### src/rtl/led_switch_io.sv
// Board-side IO peripheral: latches the 24 LEDs from router store data and serves
// synchronised, debounced DIP switch values plus a sticky change flag.
module led_switch_io #(
  parameter int DEBOUNCE_CYCLES = 100000,
  parameter int CNT_W           = 17
) (
  input  logic        clock,
  input  logic        reset,
  input  logic        led_ctrl,
  input  logic [23:0] led_wdata,
  input  logic        switch_ctrl,
  input  logic [23:0] switch_in,
  output logic [23:0] switch_rdata,
  output logic        sw_changed,
  output logic [23:0] led_out
);

  logic [23:0]      led_reg;
  logic [23:0]      sync1;
  logic [23:0]      sync2;
  logic [23:0]      sample_prev;
  logic [23:0]      sw_stable;
  logic [CNT_W-1:0] tick_cnt;
  logic             changed;
  logic             tick;
  logic             accept;

  assign tick   = (tick_cnt == CNT_W'(DEBOUNCE_CYCLES - 1));
  assign accept = tick && (sync2 == sample_prev) && (sync2 != sw_stable);

  always_ff @(posedge clock) begin
    if (reset) begin
      led_reg <= '0;
    end else if (led_ctrl) begin
      led_reg <= led_wdata;
    end
  end

  always_ff @(posedge clock) begin
    if (reset) begin
      sync1 <= '0;
      sync2 <= '0;
    end else begin
      sync1 <= switch_in;
      sync2 <= sync1;
    end
  end

  // Free-running sample tick; never gated by any strobe.
  always_ff @(posedge clock) begin
    if (reset) begin
      tick_cnt <= '0;
    end else if (tick) begin
      tick_cnt <= '0;
    end else begin
      tick_cnt <= tick_cnt + CNT_W'(1);
    end
  end

  // A vector is accepted only after matching on two consecutive ticks.
  always_ff @(posedge clock) begin
    if (reset) begin
      sample_prev <= '0;
      sw_stable   <= '0;
    end else if (tick) begin
      sample_prev <= sync2;
      if (accept) begin
        sw_stable <= sync2;
      end
    end
  end

  // A new debounced value beats a clearing read on the same edge.
  always_ff @(posedge clock) begin
    if (reset) begin
      changed <= 1'b0;
    end else if (accept) begin
      changed <= 1'b1;
    end else if (switch_ctrl) begin
      changed <= 1'b0;
    end
  end

  assign led_out      = led_reg;
  assign switch_rdata = sw_stable;
  assign sw_changed   = changed;

endmodule

### config.mk
export PLATFORM = sky130hd
export DESIGN_NAME = led_switch_io
export DESIGN_NICKNAME = d
export VERILOG_FILES = /design/src/rtl/led_switch_io.sv
export SDC_FILE = /design/constraint.sdc
export NUM_CORES = 1
export LEC_CHECK = 0
export ABC_CLOCK_PERIOD_IN_PS = 5800
export CAP_MARGIN = 10
export CORE_ASPECT_RATIO = 0.75
export CORE_MARGIN = 10
export CORE_UTILIZATION = 50
export CTS_CLUSTER_DIAMETER = 40
export DETAILED_ROUTE_END_ITERATION = 16
export PLACE_DENSITY = 0.78
export SLEW_MARGIN = 20
export SYNTH_ARGS = -nofsm -noshare
export SYNTH_HDL_FRONTEND = slang
export SYNTH_SLANG_ARGS = --single-unit
### constraint.sdc
create_clock -name clock -period 5.8 [get_ports clock]
set_input_delay 0.87 -clock clock [delete_from_list [all_inputs] [get_ports clock]]
set_output_delay 0.87 -clock clock [all_outputs]
set_load 0.01 [all_outputs]
Word level (Yosys, flattened, before mapping)
Index checks and enable logic that the tools add are counted.
{"block": "totals", "regBits": 138, "out_inout_bits": 49, "word_cells": 18}
{"block": "classes", "n_addsub": 1, "n_eq_ne": 3, "muxes": 2, "reduce_logical": 5}
{"cell": "$eq 24x24->1", "count": 1}
{"cell": "$ne 24x24->1", "count": 1}
{"cell": "$add 17x1->17 const B", "count": 1}
{"cell": "$eq 17x17->1 const B", "count": 1}
{"cell": "$logic_and 1x1->1", "count": 2}
{"cell": "$mux 1", "count": 2}
{"cell": "$reduce_and 2->1", "count": 1}
{"cell": "$reduce_bool 2->1", "count": 1}
{"cell": "$reduce_or 2->1", "count": 1}

Logic depth before layout (Yosys ltp)
{"block": "depth", "ltp_word": 4, "mapped_depth": 9}

Worst setup path after synthesis
OpenSTA, ideal clock, no wires.
{"block": "synth_timing", "path_kind": "register to register", "from": "register tick_cnt[11]", "to": "register sw_stable[10] (netlist: switch_rdata[10])", "setup_time_ps": 72, "arrival_ps": 2084, "required_ps": 5728, "setup_slack_ps": 3644, "stages_incl_launch_ff": 8, "n_path_buf": 2, "cell_sequence": "dfxtp_1 > or4b_1 > or4_4 > nor4_2 > o211a_1 > buf_6 > buf_12 > mux2i_1"}
{"block": "synth_between", "elab_chain_cells": 4}
{"element": "start, declared", "line_no": "23", "rtl": "logic [CNT_W-1:0] tick_cnt;"}
{"element": "start signal, assigned", "line_no": "56", "rtl": "tick_cnt <= tick_cnt + CNT_W'(1);"}
{"element": "$eq 17x17->1 (*)", "line_no": "28", "rtl": "assign tick = (tick_cnt == CNT_W'(DEBOUNCE_CYCLES - 1));"}
{"element": "$logic_and 1x1->1 (2 in series)", "line_no": "29", "rtl": "assign accept = tick && (sync2 == sample_prev) && (sync2 != sw_stable);"}
{"element": "$reduce_and 2->1 (no source line) (*)"}
{"element": "end signal, assigned", "line_no": "68", "rtl": "sw_stable <= sync2;"}
{"element": "end, declared", "line_no": "22", "rtl": "logic [23:0] sw_stable;"}
Every way passes the cells marked *; elsewhere a longest branch is shown, timed or not.
A chain may end at the register's enable or synchronous reset.

Worst setup path after layout
{"block": "layout_timing", "from": "register tick_cnt[11]", "to": "register sw_stable[5] (netlist: switch_rdata[5])"}
The elaborated chain is that of the path after synthesis.

==> metrics.txt <==
mux cell area share after synthesis=9.02%; Core Area=0.0103 mm²; FP Rows=32; Slew headroom=between 30% and 40%; most common cell after layout, fill and taps aside=dfxtp_1; P&R area growth vs syn=30.1%; Slew @ Worst Pin=0.956 ns; Switch Pwr=around 0.47 mW; Hold WC Path Type=reg -> reg; Placer Congestion=between 0.8 and 0.9; Sw Ratio=a little over a fifth; setup total negative slack=0 ns; CP peak stage delay=~0.53 ns; number of max-cap violations=0; Final Total Pwr=roughly 2.2 mW; clock sinks=approximately 140; ranking of synthesized cells by area=dfxtp_1, mux2i_1, nand2b_1, nor2b_1, xor2_1; Period minus WS final=between 2 and 3 ns; complex-gate fraction of the synthesized area=2.63%; worst skew pair latency=0.41 ns; DR iter-0 viols=around 240; WL/cell=16.0 µm; WP buf/inv=1; worst endpoint required time=6.14 ns; Syn Area/Cell=a little under 10 µm²; CTS Buf Count=17; Post-Synth XOR/XNOR Area=around 10%; share of layout cells above drive strength 1=about 6.1%; cell family with most CP delay=simple AND/OR/NAND/NOR gates; reg-to-reg critical path endpoint=switch_rdata[5]$_SDFFE_PP0P_; Clock Power Share=~48%; first-pass GRT wire length=slightly below 20000 µm; hold_buf cts=0; CTS HTree Levels=4; R2R Setup Slk=about 3.1 ns; # nets final=686; DIE WIDTH=between 100 and 150 µm; largest net degree at the start of global routing=82; Lkg Pwr=around 2.6 nW; register area share after synthesis=around half; Arr. time, crit path=between 2 and 3 ns; post-synth top area share=51.8%; Slew Limit Fails=0; CP Depth=6; vias in the first global route=3851; DRC=0; Post-Syn Area=approximately 0.0053 mm²; Synth Area in Adders=less than 1%; initial antenna violation count=0; clock-pin transition on the worst setup and hold timing paths=0.06 ns; VDD IR-drop max=roughly 0.21 mV; Worst path slowest cell=or4b_1; fin worst setup slack=between 3 and 4 ns; critical path peak fanout=20; area leader, netlist=dfxtp_1; Die Footprint=0.0152 mm²; ys flop type=dfxtp_1; internal power=1.71 mW; path type of the worst setup path=reg -> reg; Power Density=~310 mW/mm²; Hold Fails Final Rpt=0; Clock Skew=0.00719 ns; run status=completed; drt pass-1 iters=5; CP Cell Sequence=or4b_1 -> or4_4 -> nor4_2 -> o211a_1 -> buf_4 -> mux2i_1; fillers=roughly 800; Vias/cell=between 4 and 5; Placed Area=0.00636 mm²; maximum buffer depth of the clock tree=2; Boundary Pins=101; CP startpoint kind=register; Final Cycle Share=45.8%; Syn Inst Count=540; post-synthesis simple-gate area fraction=a little under a quarter; CTS root buffer=clkbuf_16; IO Port Bufs=100; worst r2r src=tick_cnt[11]$_SDFF_PP0_; EDFF count, synth=0; most frequent cells in the layout=dfxtp_1, clkdlybuf4s50_1, nand2_1, nor2b_1, nand2b_1; CTS tree=yes; Worst setup endpoint=switch_rdata[5]$_SDFFE_PP0P_; post-layout instance area=around 0.007 mm²; post-synth net total=slightly below 600; Vias=~3900; Comb power frac=6.2%; count of cell types in the netlist=29; Seq cells post-synth=138; Post-CTS Setup Bufs=0; DIE HEIGHT=between 100 and 150 µm; RSZ-0062 raised after global routing=no; fin util=between 60% and 70%; r2r worst-path depth=6; final setup violation count=0; HPWL after DPL=slightly below 9000 µm; Seq pwr share=between 40% and 50%; Setup crit end kind=register; Achievable Freq=0.376 GHz; crit path launch=tick_cnt[11]$_SDFF_PP0_; largest family of logic cells by synthesized area=simple AND/OR/NAND/NOR gates; pre-CTS setup slack=roughly 3.2 ns; Overflow after GRT=0; initial core utilization=between 50% and 60%; diode count=0; Tot GR Track Use=16.3%; post-route ant nets=0; Syn. warnings=0; ys async rst share=0%; post_cts resized=0; final wirelength=12500 µm
[synthesized netlist by cell type, types with 2 or more instances]
cell type  number
xor2_1         32
xnor2_1        31
buf_12          2
nor2b_1        50
nand2b_1       50
nand3_1         7
nor4_1          9
nor3_1          2
mux2i_1        48
dfxtp_1       138
a21oi_1        24
clkbuf_1       17
buf_1           4
buf_6           2
buf_2           3
nor2_1         45
nand4_1         8
nand2_1        57
[metrics by stage]
stage | hold WS (ns) | std cells
global placement | 0.424 | 750
CTS | 0.434 | 780
floorplan | 0.414 | 540
detailed placement | 0.421 | 750
finish | 0.432 | 780
global route | 0.446 | 780
[cells by family (layout without fill, tap and decap cells)]
family | after synthesis | in the layout
simple gates | 234 | 234
flops | 138 | 138
xor+xnor | 63 | 63
mux | 48 | 48
buf+inv | 30 | 134
compound gates | 26 | 26
fa+ha+maj | 1 | 1
[power by group through the flow]
stage | Combinational [mW] | Clock, mW | Sequential, mW
after floorplan | 0.0658 | 0 | 1.01
after global placement | 0.133 | 0 | 1.01
after detailed placement | 0.135 | 0 | 1.02
after CTS | 0.137 | 1.06 | 0.996
after global routing | 0.147 | 1.10 | 0.999
final | 0.135 | 1.05 | 0.996
[worst min-delay path by stage]
| stage | start | endpoint | slack, ns | cells past startpoint |
|---|---|---|---|---|
| after floorplan | sync1[0]$_SDFF_PP0_ | sync2[0]$_SDFF_PP0_ | 0.41 | 1 |
| after global placement | sync1[21]$_SDFF_PP0_ | sync2[21]$_SDFF_PP0_ | 0.42 | 1 |
| after detailed placement | sync1[16]$_SDFF_PP0_ | sync2[16]$_SDFF_PP0_ | 0.42 | 1 |
| after CTS | sync1[16]$_SDFF_PP0_ | sync2[16]$_SDFF_PP0_ | 0.43 | 1 |
| after global routing | sync1[21]$_SDFF_PP0_ | sync2[21]$_SDFF_PP0_ | 0.45 | 1 |
| final | sync1[16]$_SDFF_PP0_ | sync2[16]$_SDFF_PP0_ | 0.43 | 1 |
[routing by layer]
metal	part of all wire (%)	vias to the layer above	global-route usage [%]
met5	0	-	0
met2	45	117	24.8
met4	0.99	0	5.94
met3	7.0	12	5.90
li1	-	1928	-
met1	47	1820	20.9
[layout make-up]
class / instances / area (µm²) / share of cell area, %
Timing Repair Buffer: 103 / 1020 / 14.7
Clock inverter: 11 / 124 / 1.79
Clock buffer: 19 / 453 / 6.53
Sequential cell: 138 / 2760 / 39.8
Tap cell: 136 / 170 / 2.45
Inverter: 1 / 3.75 / 0.0541
Multi-Input combinational cell: 372 / 2400 / 34.6
[worst register-to-register path, cell delays in order (launching register included)]
cell and delay (ns):
dfxtp_1 0.33, or4b_1 0.53, or4_4 0.45, nor4_2 0.27
o211a_1 0.36, buf_4 0.40, mux2i_1 0.24
[flip-flops by register name (all words and copies together) (netlist names)]
| register | cells |
|---|---|
| sample_prev | 24 |
| sync2 | 24 |
| sw_changed | 1 |
| switch_rdata | 24 |
| led_out | 24 |
| sync1 | 24 |
| tick_cnt | 17 |
No activity file was read; power rests on OpenSTA's default activity.
